<file path="src/rtl/iterative_divider_if.sv">
// Start/busy/done handshake and operand/result bus between the issuing logic and
// the iterative divider.
interface iterative_divider_if #(
    parameter int unsigned WIDTH = 32
);
    logic             start;
    logic             usigned;
    logic [WIDTH-1:0] dividend;
    logic [WIDTH-1:0] divisor;
    logic             flush;
    logic             busy;
    logic             done;
    logic [WIDTH-1:0] quotient;
    logic [WIDTH-1:0] reminder;
    logic             dz;

    modport master (
        output start, usigned, dividend, divisor, flush,
        input  busy, done, quotient, reminder, dz
    );

    modport slave (
        input  start, usigned, dividend, divisor, flush,
        output busy, done, quotient, reminder, dz
    );
endinterface

</file>
<file path="src/rtl/iterative_divider.sv">
// Radix-2 non-restoring sequential divider, signed or unsigned, with divide-by-zero
// and signed-overflow fast paths and a start/busy/done/flush handshake.
module iterative_divider #(
    parameter int unsigned WIDTH = 32,
    parameter int unsigned CNT_W = $clog2(WIDTH + 1)
) (
    input logic                clk,
    input logic                rst_n,
    iterative_divider_if.slave bus
);
    typedef enum logic [1:0] {StIdle, StCalc, StCorr, StDone} state_e;

    localparam logic [WIDTH-1:0] MinVal = {1'b1, {(WIDTH-1){1'b0}}};

    state_e           state_q, state_d;
    logic [CNT_W-1:0] cnt_q, cnt_d;
    logic [WIDTH:0]   p_q, p_d;
    logic [WIDTH-1:0] q_q, q_d;
    logic [WIDTH-1:0] d_q, d_d;
    logic             neg_quo_q, neg_quo_d;
    logic             neg_rem_q, neg_rem_d;
    logic [WIDTH-1:0] quotient_q, quotient_d;
    logic [WIDTH-1:0] reminder_q, reminder_d;
    logic             dz_q, dz_d;

    logic             a_neg, b_neg, div_zero, ovf, accept;
    logic [WIDTH-1:0] a_mag, b_mag, rem_mag;
    logic [WIDTH:0]   p_sh, p_step, p_fix;

    always_comb begin
        a_neg    = ~bus.usigned & bus.dividend[WIDTH-1];
        b_neg    = ~bus.usigned & bus.divisor[WIDTH-1];
        // |MIN| is 2^(WIDTH-1), which still fits as an unsigned magnitude
        a_mag    = a_neg ? -bus.dividend : bus.dividend;
        b_mag    = b_neg ? -bus.divisor : bus.divisor;
        div_zero = (bus.divisor == '0);
        ovf      = ~bus.usigned & (bus.dividend == MinVal) & (bus.divisor == '1);
        accept   = bus.start & ~bus.flush & ((state_q == StIdle) | (state_q == StDone));
        // Sign decision uses the pre-shift P so modular wrap of the shift is harmless
        p_sh     = {p_q[WIDTH-1:0], q_q[WIDTH-1]};
        p_step   = p_q[WIDTH] ? p_sh + {1'b0, d_q} : p_sh - {1'b0, d_q};
        p_fix    = p_q[WIDTH] ? p_q + {1'b0, d_q} : p_q;
        rem_mag  = p_fix[WIDTH-1:0];
    end

    always_comb begin
        state_d    = state_q;
        cnt_d      = cnt_q;
        p_d        = p_q;
        q_d        = q_q;
        d_d        = d_q;
        neg_quo_d  = neg_quo_q;
        neg_rem_d  = neg_rem_q;
        quotient_d = quotient_q;
        reminder_d = reminder_q;
        dz_d       = dz_q;
        unique case (state_q)
            StIdle, StDone: begin
                state_d = StIdle;
                if (accept) begin
                    dz_d = div_zero;
                    if (div_zero) begin
                        quotient_d = '1;
                        reminder_d = bus.dividend;
                        state_d    = StDone;
                    end else if (ovf) begin
                        quotient_d = bus.dividend;
                        reminder_d = '0;
                        state_d    = StDone;
                    end else begin
                        p_d       = '0;
                        q_d       = a_mag;
                        d_d       = b_mag;
                        neg_quo_d = a_neg ^ b_neg;
                        neg_rem_d = a_neg;
                        cnt_d     = CNT_W'(WIDTH);
                        state_d   = StCalc;
                    end
                end
            end
            StCalc: begin
                if (bus.flush) begin
                    state_d = StIdle;
                end else begin
                    p_d   = p_step;
                    q_d   = {q_q[WIDTH-2:0], ~p_step[WIDTH]};
                    cnt_d = cnt_q - CNT_W'(1);
                    if (cnt_q == CNT_W'(1)) state_d = StCorr;
                end
            end
            StCorr: begin
                if (bus.flush) begin
                    state_d = StIdle;
                end else begin
                    quotient_d = neg_quo_q ? -q_q : q_q;
                    reminder_d = neg_rem_q ? -rem_mag : rem_mag;
                    state_d    = StDone;
                end
            end
            default: state_d = StIdle;
        endcase
    end

    always_ff @(posedge clk) begin
        if (!rst_n) begin
            state_q    <= StIdle;
            cnt_q      <= '0;
            p_q        <= '0;
            q_q        <= '0;
            d_q        <= '0;
            neg_quo_q  <= 1'b0;
            neg_rem_q  <= 1'b0;
            quotient_q <= '0;
            reminder_q <= '0;
            dz_q       <= 1'b0;
        end else begin
            state_q    <= state_d;
            cnt_q      <= cnt_d;
            p_q        <= p_d;
            q_q        <= q_d;
            d_q        <= d_d;
            neg_quo_q  <= neg_quo_d;
            neg_rem_q  <= neg_rem_d;
            quotient_q <= quotient_d;
            reminder_q <= reminder_d;
            dz_q       <= dz_d;
        end
    end

    assign bus.busy     = (state_q == StCalc) || (state_q == StCorr);
    assign bus.done     = (state_q == StDone);
    assign bus.quotient = quotient_q;
    assign bus.reminder = reminder_q;
    assign bus.dz       = dz_q;
endmodule

</file>
<file path="src/flat_wrapper.sv">
// flat-port wrapper written by rule: the top's interface ports become plain ports
module iterative_divider_flat 
#(
    parameter int unsigned WIDTH = 32,
    parameter int unsigned CNT_W = $clog2(WIDTH + 1)
)
  (clk, rst_n, bus_start, bus_usigned, bus_dividend, bus_divisor, bus_flush, bus_busy, bus_done, bus_quotient, bus_reminder, bus_dz);
  iterative_divider_if #(.WIDTH(WIDTH)) bus_i ();
  input logic clk;
  input logic rst_n;
  input wire logic [$bits(bus_i.start)-1:0] bus_start;
  input wire logic [$bits(bus_i.usigned)-1:0] bus_usigned;
  input wire logic [$bits(bus_i.dividend)-1:0] bus_dividend;
  input wire logic [$bits(bus_i.divisor)-1:0] bus_divisor;
  input wire logic [$bits(bus_i.flush)-1:0] bus_flush;
  output wire logic [$bits(bus_i.busy)-1:0] bus_busy;
  output wire logic [$bits(bus_i.done)-1:0] bus_done;
  output wire logic [$bits(bus_i.quotient)-1:0] bus_quotient;
  output wire logic [$bits(bus_i.reminder)-1:0] bus_reminder;
  output wire logic [$bits(bus_i.dz)-1:0] bus_dz;
  assign bus_i.start = bus_start;
  assign bus_i.usigned = bus_usigned;
  assign bus_i.dividend = bus_dividend;
  assign bus_i.divisor = bus_divisor;
  assign bus_i.flush = bus_flush;
  assign bus_busy = bus_i.busy;
  assign bus_done = bus_i.done;
  assign bus_quotient = bus_i.quotient;
  assign bus_reminder = bus_i.reminder;
  assign bus_dz = bus_i.dz;
  iterative_divider #(.WIDTH(WIDTH), .CNT_W(CNT_W)) u_core (.clk(clk), .rst_n(rst_n), .bus(bus_i));
endmodule
</file>
<file path="config.mk">
export PLATFORM = sky130hd
export DESIGN_NAME = iterative_divider_flat
export DESIGN_NICKNAME = d
export VERILOG_FILES = /design/src/rtl/iterative_divider_if.sv /design/src/rtl/iterative_divider.sv /design/src/flat_wrapper.sv
export SDC_FILE = /design/constraint.sdc
export NUM_CORES = 1
export LEC_CHECK = 0
export CAP_MARGIN = 20
export CORE_ASPECT_RATIO = 0.5
export CORE_MARGIN = 2
export CORE_UTILIZATION = 45
export DETAILED_ROUTE_END_ITERATION = 8
export PLACE_DENSITY = 0.66
export SYNTH_ARGS = -nofsm -noshare
export SYNTH_HDL_FRONTEND = slang
export SYNTH_SLANG_ARGS = --single-unit
</file>
<file path="constraint.sdc">
create_clock -name clk -period 5.8 [get_ports clk]
set_input_delay 1.16 -clock clk [delete_from_list [all_inputs] [get_ports clk]]
set_output_delay 1.16 -clock clk [all_outputs]
set_load 0.005 [all_outputs]
</file>
Word-level counts from Yosys, hierarchy flattened
Cells that the tools add are included.
- bits of input ports: 69
- register bits after elaboration: 172
- memories: 0
- latch bits: 0
- memory bits (writable): 0
- bits in read-only memories: 0
- multipliers: 0
- magnitude comparators: 0
- muxes and demuxes: 38
- shift-type cells: 0
- reduce and logical (&&, ||, !) cells: 10
- add/subtract/negate cells: 8
- equality and inequality tests: 13
- bitwise operators: 13
- divide/modulo/power cells: 0
- operators by type and width (operator ; count):
    $mux W32 ; 17
    $pmux W32 S2 ; 3
    $mux W33 ; 5
    $neg A32 Y32 ; 4
    $pmux W33 S2 ; 1
    $eq A32 B32 Y1 const B ; 2
    $add A33 B32 Y33 ; 1
    $sub A33 B32 Y33 ; 1
    $add A32 B32 Y32 ; 1
    $logic_not A32 Y1 ; 1
    $mux W6 ; 4
    $mux W2 ; 6
    $pmux W6 S2 ; 1
    $ne A2 B2 Y1 const B ; 4
    $reduce_and A4 Y1 ; 2
    $and A1 B1 Y1 ; 6
    $eq A6 B1 Y1 const B ; 1
    $pmux W2 S3 ; 1
    $sub A6 B1 Y6 const B ; 1
    $not A1 Y1 ; 5
    $reduce_and A5 Y1 ; 1
    $eq A2 B2 Y1 const B ; 2
    $reduce_bool A2 Y1 ; 2
    $ne A3 B1 Y1 const B ; 1
    other kinds (9) ; 9

Logic depth before layout (Yosys ltp)
- word-level depth: 7
- mapped depth: 21
- mapped depth without buffers: 20

Worst setup path after synthesis
Ideal clock, no wire load.
- path type: flip-flop to flip-flop
- start: register u_core.p_q[32]
- end: register u_core.q_q[0]
- data arrival time: 4837 ps
- path buffers: 7
- clock period less this slack: 4932 ps
- data required time: 5705 ps
- slack: 868 ps
- setup time: 95 ps
- cell stages (with the launch flop): 22
- cell sequence: dfxtp_1 -> clkbuf_1 -> clkbuf_1 -> clkbuf_1 -> buf_1 -> buf_1 -> buf_1 -> clkbuf_1 -> nor2_1 -> xor2_1 -> ha_1 -> nor2b_1 -> o21a_1 -> o21ai_0 -> a21oi_1 -> a31oi_1 -> o21ai_0 -> a221oi_1 -> a21oi_1 -> xnor2_1 -> nand2_1 -> a221oi_1
- word-level cells in the longest chain between the ends: 4
- ends and longest elaborated chain (element ; RTL line ; source):
    start: declaration ; iterative_divider.sv:17 ; logic [WIDTH:0] p_q, p_d;
    start signal: assignment ; iterative_divider.sv:119 ; p_q <= p_d;
    $mux W33 ; iterative_divider.sv:41 ; p_step = p_q[WIDTH] ? p_sh + {1'b0, d_q} : p_sh - {1'b0, d_q};
    $not A1 Y1 ; iterative_divider.sv:86 ; q_d = {q_q[WIDTH-2:0], ~p_step[WIDTH]};
    $mux W32 ; iterative_divider.sv:82 ; if (bus.flush) begin
    $pmux W32 S2 ; iterative_divider.sv:57 ; unique case (state_q)
    end signal: assignment ; iterative_divider.sv:120 ; q_q <= q_d;
    end: declaration ; iterative_divider.sv:18 ; logic [WIDTH-1:0] q_q, q_d;
No other way between the ends. The select of a mux whose other input is x is not followed.
A chain may end at the register's enable or synchronous reset.

Final worst setup path
- start: register u_core.d_q[1]
- end: register u_core.q_q[0]
- word-level cells in the longest chain between the ends: 5
- elaborated cells on any way between the ends: 6
- ends and longest elaborated chain (element ; RTL line ; source):
    start: declaration ; iterative_divider.sv:19 ; logic [WIDTH-1:0] d_q, d_d;
    start signal: assignment ; iterative_divider.sv:110 ; d_q <= '0;
    start signal: assignment ; iterative_divider.sv:121 ; d_q <= d_d;
    $sub A33 B32 Y33 or $add A33 B32 Y33 (tied branches) ; iterative_divider.sv:41 ;
    $mux W33 * ; iterative_divider.sv:41 ;
    $not A1 Y1 * ; iterative_divider.sv:86 ;
    $mux W32 * ; iterative_divider.sv:82 ;
    $pmux W32 S2 * ; iterative_divider.sv:57 ;
Mark *: on every way between the ends. The rest lies on a longest branch, timed or not. The select of a mux whose other input is x is not followed.

==> metrics.md <==
| Metric | Value |
|---|---|
| GRT Util Overall | 28.7% |
| Post-synthesis adder-cell area fraction | under 10% |
| Compound-Gate Fraction of Synth Area | 29.0% |
| Post-synth EDFFs | 0 |
| Synth top cells by count | nand2_1, a21oi_1, nor2_1 |
| Most common cell in the synthesized netlist | nand2_1 |
| Mapped Avg Cell Area | about 7.3 µm² |
| Die Y | 130 µm |
| IO Count | ~140 |
| Mapped Area | between 10000 and 15000 µm² |
| Launching point of the worst reg2reg path | u_core.d_q[1] |
| Syn nets | 2078 |
| Unrepaired setup endpoints after global routing | false |
| Worst R2R Path Depth | 20 |
| First-pass GRT wire length | 73.5 mm |
| Vias | 14700 |
| Crit Path Category | reg -> reg |
| Drt first-iter violations | 1429 |
| CP max-delay cell | nor3b_1 |
| Die area | 33100 µm² |
| Pre-antenna DRT Iters | 9 |
| Mapped Cells | 1933 |
| Drt drc | 0 |
| GR Overflow Total | 0 |
| Core ar. | 30700 µm² |
| TritonCTS buffer count | 17 |
| Top_reg_cell synth | dfxtp_1 |
| Slew headroom | 27.4% |
| Filler cells | 3007 |
| Ys async rst share | 0% |
| Clock transition at path regs | about 0.07 ns |
| Critical-path cell list | inv_1, nand2_1, or4_1, nor3b_1, nand3b_1, nor2_1, a21oi_1, xnor2_1, ha_1, a21o_1, a21oi_1, nor2b_1, nor3_1, o21ai_0, a221oi_1, a21oi_1, xnor2_1, buf_4, nand2_1, a221oi_1 |
| Max cap viols | 0 |
| Final Core Density | approximately 54% |
| Pre-CTS WS | 0.569 ns |
| Port Buffers | 135 |
| Synth area leader | dfxtp_1 |
| Post-synth cell types | 82 |
| Dpl hpwl | about 36 mm |
| CP endpoint kind | register |
| Largest family of logic cells by synthesized area | compound AO/OA/AOI/OAI gates |
| Clock skew | 0.0125 ns |
| Starting density of the core | 46.3% |
| CTS resizes | 0 |
| Tmin final | 5.02 ns |
| Vias in the first global route | 13200 |
| Post-synthesis sequential area ratio | between 20 and 25% |
| Cell Rows | 45 |
| Placed Area | 15900 µm² |
| Reg2reg setup slack | 0.78 ns |
| Max Transition Viols Final | 0 |
| Hold Startpoint | u_core.bus.quotient[22] |
| Detailed Route WL | 47.3 mm |
| Setup TNS | 0 ns |
| Post-synthesis mux area share | 1.52% |
| ANT nets after route | 0 |
| Post-synthesis xor/xnor area fraction | 11.6% |
| CP Data Arrival Time | ~5.4 ns |
| WHS Endpoint | u_core.bus.quotient[22] |
| Final setup viols | 0 |
| Final hold violations | 0 |
| Fin nets | 2143 |
| Worst hold path type | reg -> reg |
| ANT cells | 0 |
| Status | finished clean |
| Postcts setup bufs | 0 |
| VDD IR max | 0.000133 V |
| Drt wl/cell | 19.5 µm |
| Synth Register Bits | about 170 |
| Reg2reg end | u_core.q_q[0] |
| Final Wtd Congestion | 0.946 |
| Worst-Skew Late Latency | between 0.4 and 0.5 ns |
| Share of cells above drive strength 1 | 5.22% |
| CTS tree | built |
| Worst-margin pin slew | 1.09 ns |
| Finished Cell Area | 16400 µm² |
| Hold-fix buffer count after cts | 0 |
| CTS Root Cell | clkbuf_16 |
| Period utilization | between 80 and 90% |
| Antenna violations before repair | 2 |
| CP Launch Type | register |
| Crit-path max cell delay | 0.60 ns |
| Hold depth | 2 |
| Top cells by area, synth | dfxtp_1, a21oi_1, ha_1, xnor2_1, nand2_1 |
| Critical path peak fanout | 5 |
| Clk sink count | 172 |
| Synth Area in Simple Gates | 22.2% |
| Growth of design area from synthesis to finish | 15.8% |
| Critical path required time | 6.18 ns |
| PD cells | roughly 210 nW/µm² |
| Lkg Pwr | ~6 nW |
| Crit path top cell by count | a21oi_1 |
| H-tree Lvls | 4 |
| Pin count of the biggest net entering global routing | 62 |
| Post-synth top area share | 24.2% |
| Max Freq | 199 MHz |
| Chip width | 255 µm |
| YS warnings | 0 |
| Final WS setup | 0.782 ns |
| Largest buffer count on any clock path | 2 |
| Vias/cell | about 6 |
registers in the layout, indices dropped and copies added, names as in the netlist:
signal,cells
u_core.state_q,2
u_core.bus.quotient,32
u_core.neg_rem_q,1
u_core.p_q,33
u_core.cnt_q,6
u_core.bus.dz,1
u_core.bus.reminder,32
u_core.d_q,32
u_core.neg_quo_q,1
u_core.q_q,32
layout by cell type, fill, tap and decap left out, types with 8 or more instances in the layout:
cell type        synthesis  final
a21oi_1                203    203
and3_1                  17     17
nand4_1                 21     21
a31oi_1                 27     27
a22oi_1                 24     24
or4_1                   16     16
nor3b_1                 10     10
nand3_1                 55     55
buf_4                    0     34
xor2_1                  81     81
o21a_1                   9      9
or3_1                   16     16
o21ai_0                120    120
o221ai_1                23     23
nor4_1                  16     15
o31ai_1                 32     32
a211oi_1                51     51
mux2i_1                 17     17
a21o_1                  27     26
nand2_1                211    211
nor2_1                 201    200
xnor2_1                105    105
clkbuf_16                0     17
nor2b_1                 14     14
dfxtp_1                172    171
or2_2                    7      8
ha_1                    74     72
nor3_1                  46     46
o311ai_1                 8      8
inv_1                   45     44
o211ai_1                17     17
o21bai_1                 9      9
o41ai_1                 14     14
clkdlybuf4s50_1          0    135
nand2b_1                12     12
metrics by stage:
step,hold WS [ns],power [mW],cells
detailed placement,0.444,2.37,2401
floorplan,0.448,2.02,1933
global placement,0.439,2.36,2400
finish,0.451,3.49,2433
global route,0.475,3.66,2433
CTS,0.453,3.48,2432
critical path, delay by kind of cell, from the launching register on:
kind                     cells  cell delay (ns)
AND/OR/NAND/NOR              8             2.10
buffers and inverters        2             0.29
AO/OA/AOI/OAI                7             1.46
flip-flops                   1             0.40
adder cells (fa/ha/maj)      1             0.35
XOR/XNOR                     2             0.34
cells by family after synthesis:
kind of cell / count (synthesis)
AND/OR/NAND/NOR: 670
AO/OA/AOI/OAI: 637
XOR/XNOR: 187
flip-flops: 172
buffers and inverters: 170
adder cells (fa/ha/maj): 76
multiplexers: 21
how the worst max path moves through the flow:
| stage | startpoint | end | slack, ns | depth (start not counted) |
|---|---|---|---|---|
| 6_report | u_core.d_q[1] | u_core.q_q[0] | 0.78 | 20 |
| 5_1_grt | u_core.d_q[1] | u_core.q_q[0] | 0.34 | 20 |
| 4_1_cts | u_core.d_q[1] | u_core.q_q[0] | 0.86 | 20 |
| 3_5_place_dp | bus_divisor[22] | u_core.q_q[1] | 0.57 | 12 |
| 3_3_place_gp | bus_divisor[22] | u_core.q_q[2] | 0.61 | 12 |
| 2_1_floorplan | u_core.p_q[32] | u_core.q_q[0] | 0.87 | 21 |
final cells by class:
type / instances / area, µm² / area share (%)
multi-input combinational: 1591 / 10100 / 61.5
clock buffer: 18 / 439 / 2.67
sequential: 172 / 3440 / 20.9
timing repair buffer: 171 / 1640 / 9.96
inverter: 45 / 171 / 1.04
clock inverter: 13 / 106 / 0.647
tap: 423 / 529 / 3.22
routing by layer:
layer	global-route usage [%]	routed length [µm]	vias up
met1	41.7	22400	6868
li1	-	-	7229
met4	9.91	1080	0
met3	5.91	4370	63
met2	41.8	19500	555
met5	0	0	-
report_power, final:
part | internal (mW) | total [mW] | leakage (nW) | switching, mW
Clock | 0.565 | 1.13 | 0.254 | 0.568
Sequential | 1.25 | 1.34 | 1.40 | 0.0868
Combinational | 0.434 | 1.02 | 4.39 | 0.588
Total | 2.25 | 3.49 | 6.05 | 1.24
Note: power is estimated with default switching activity, not from simulation.
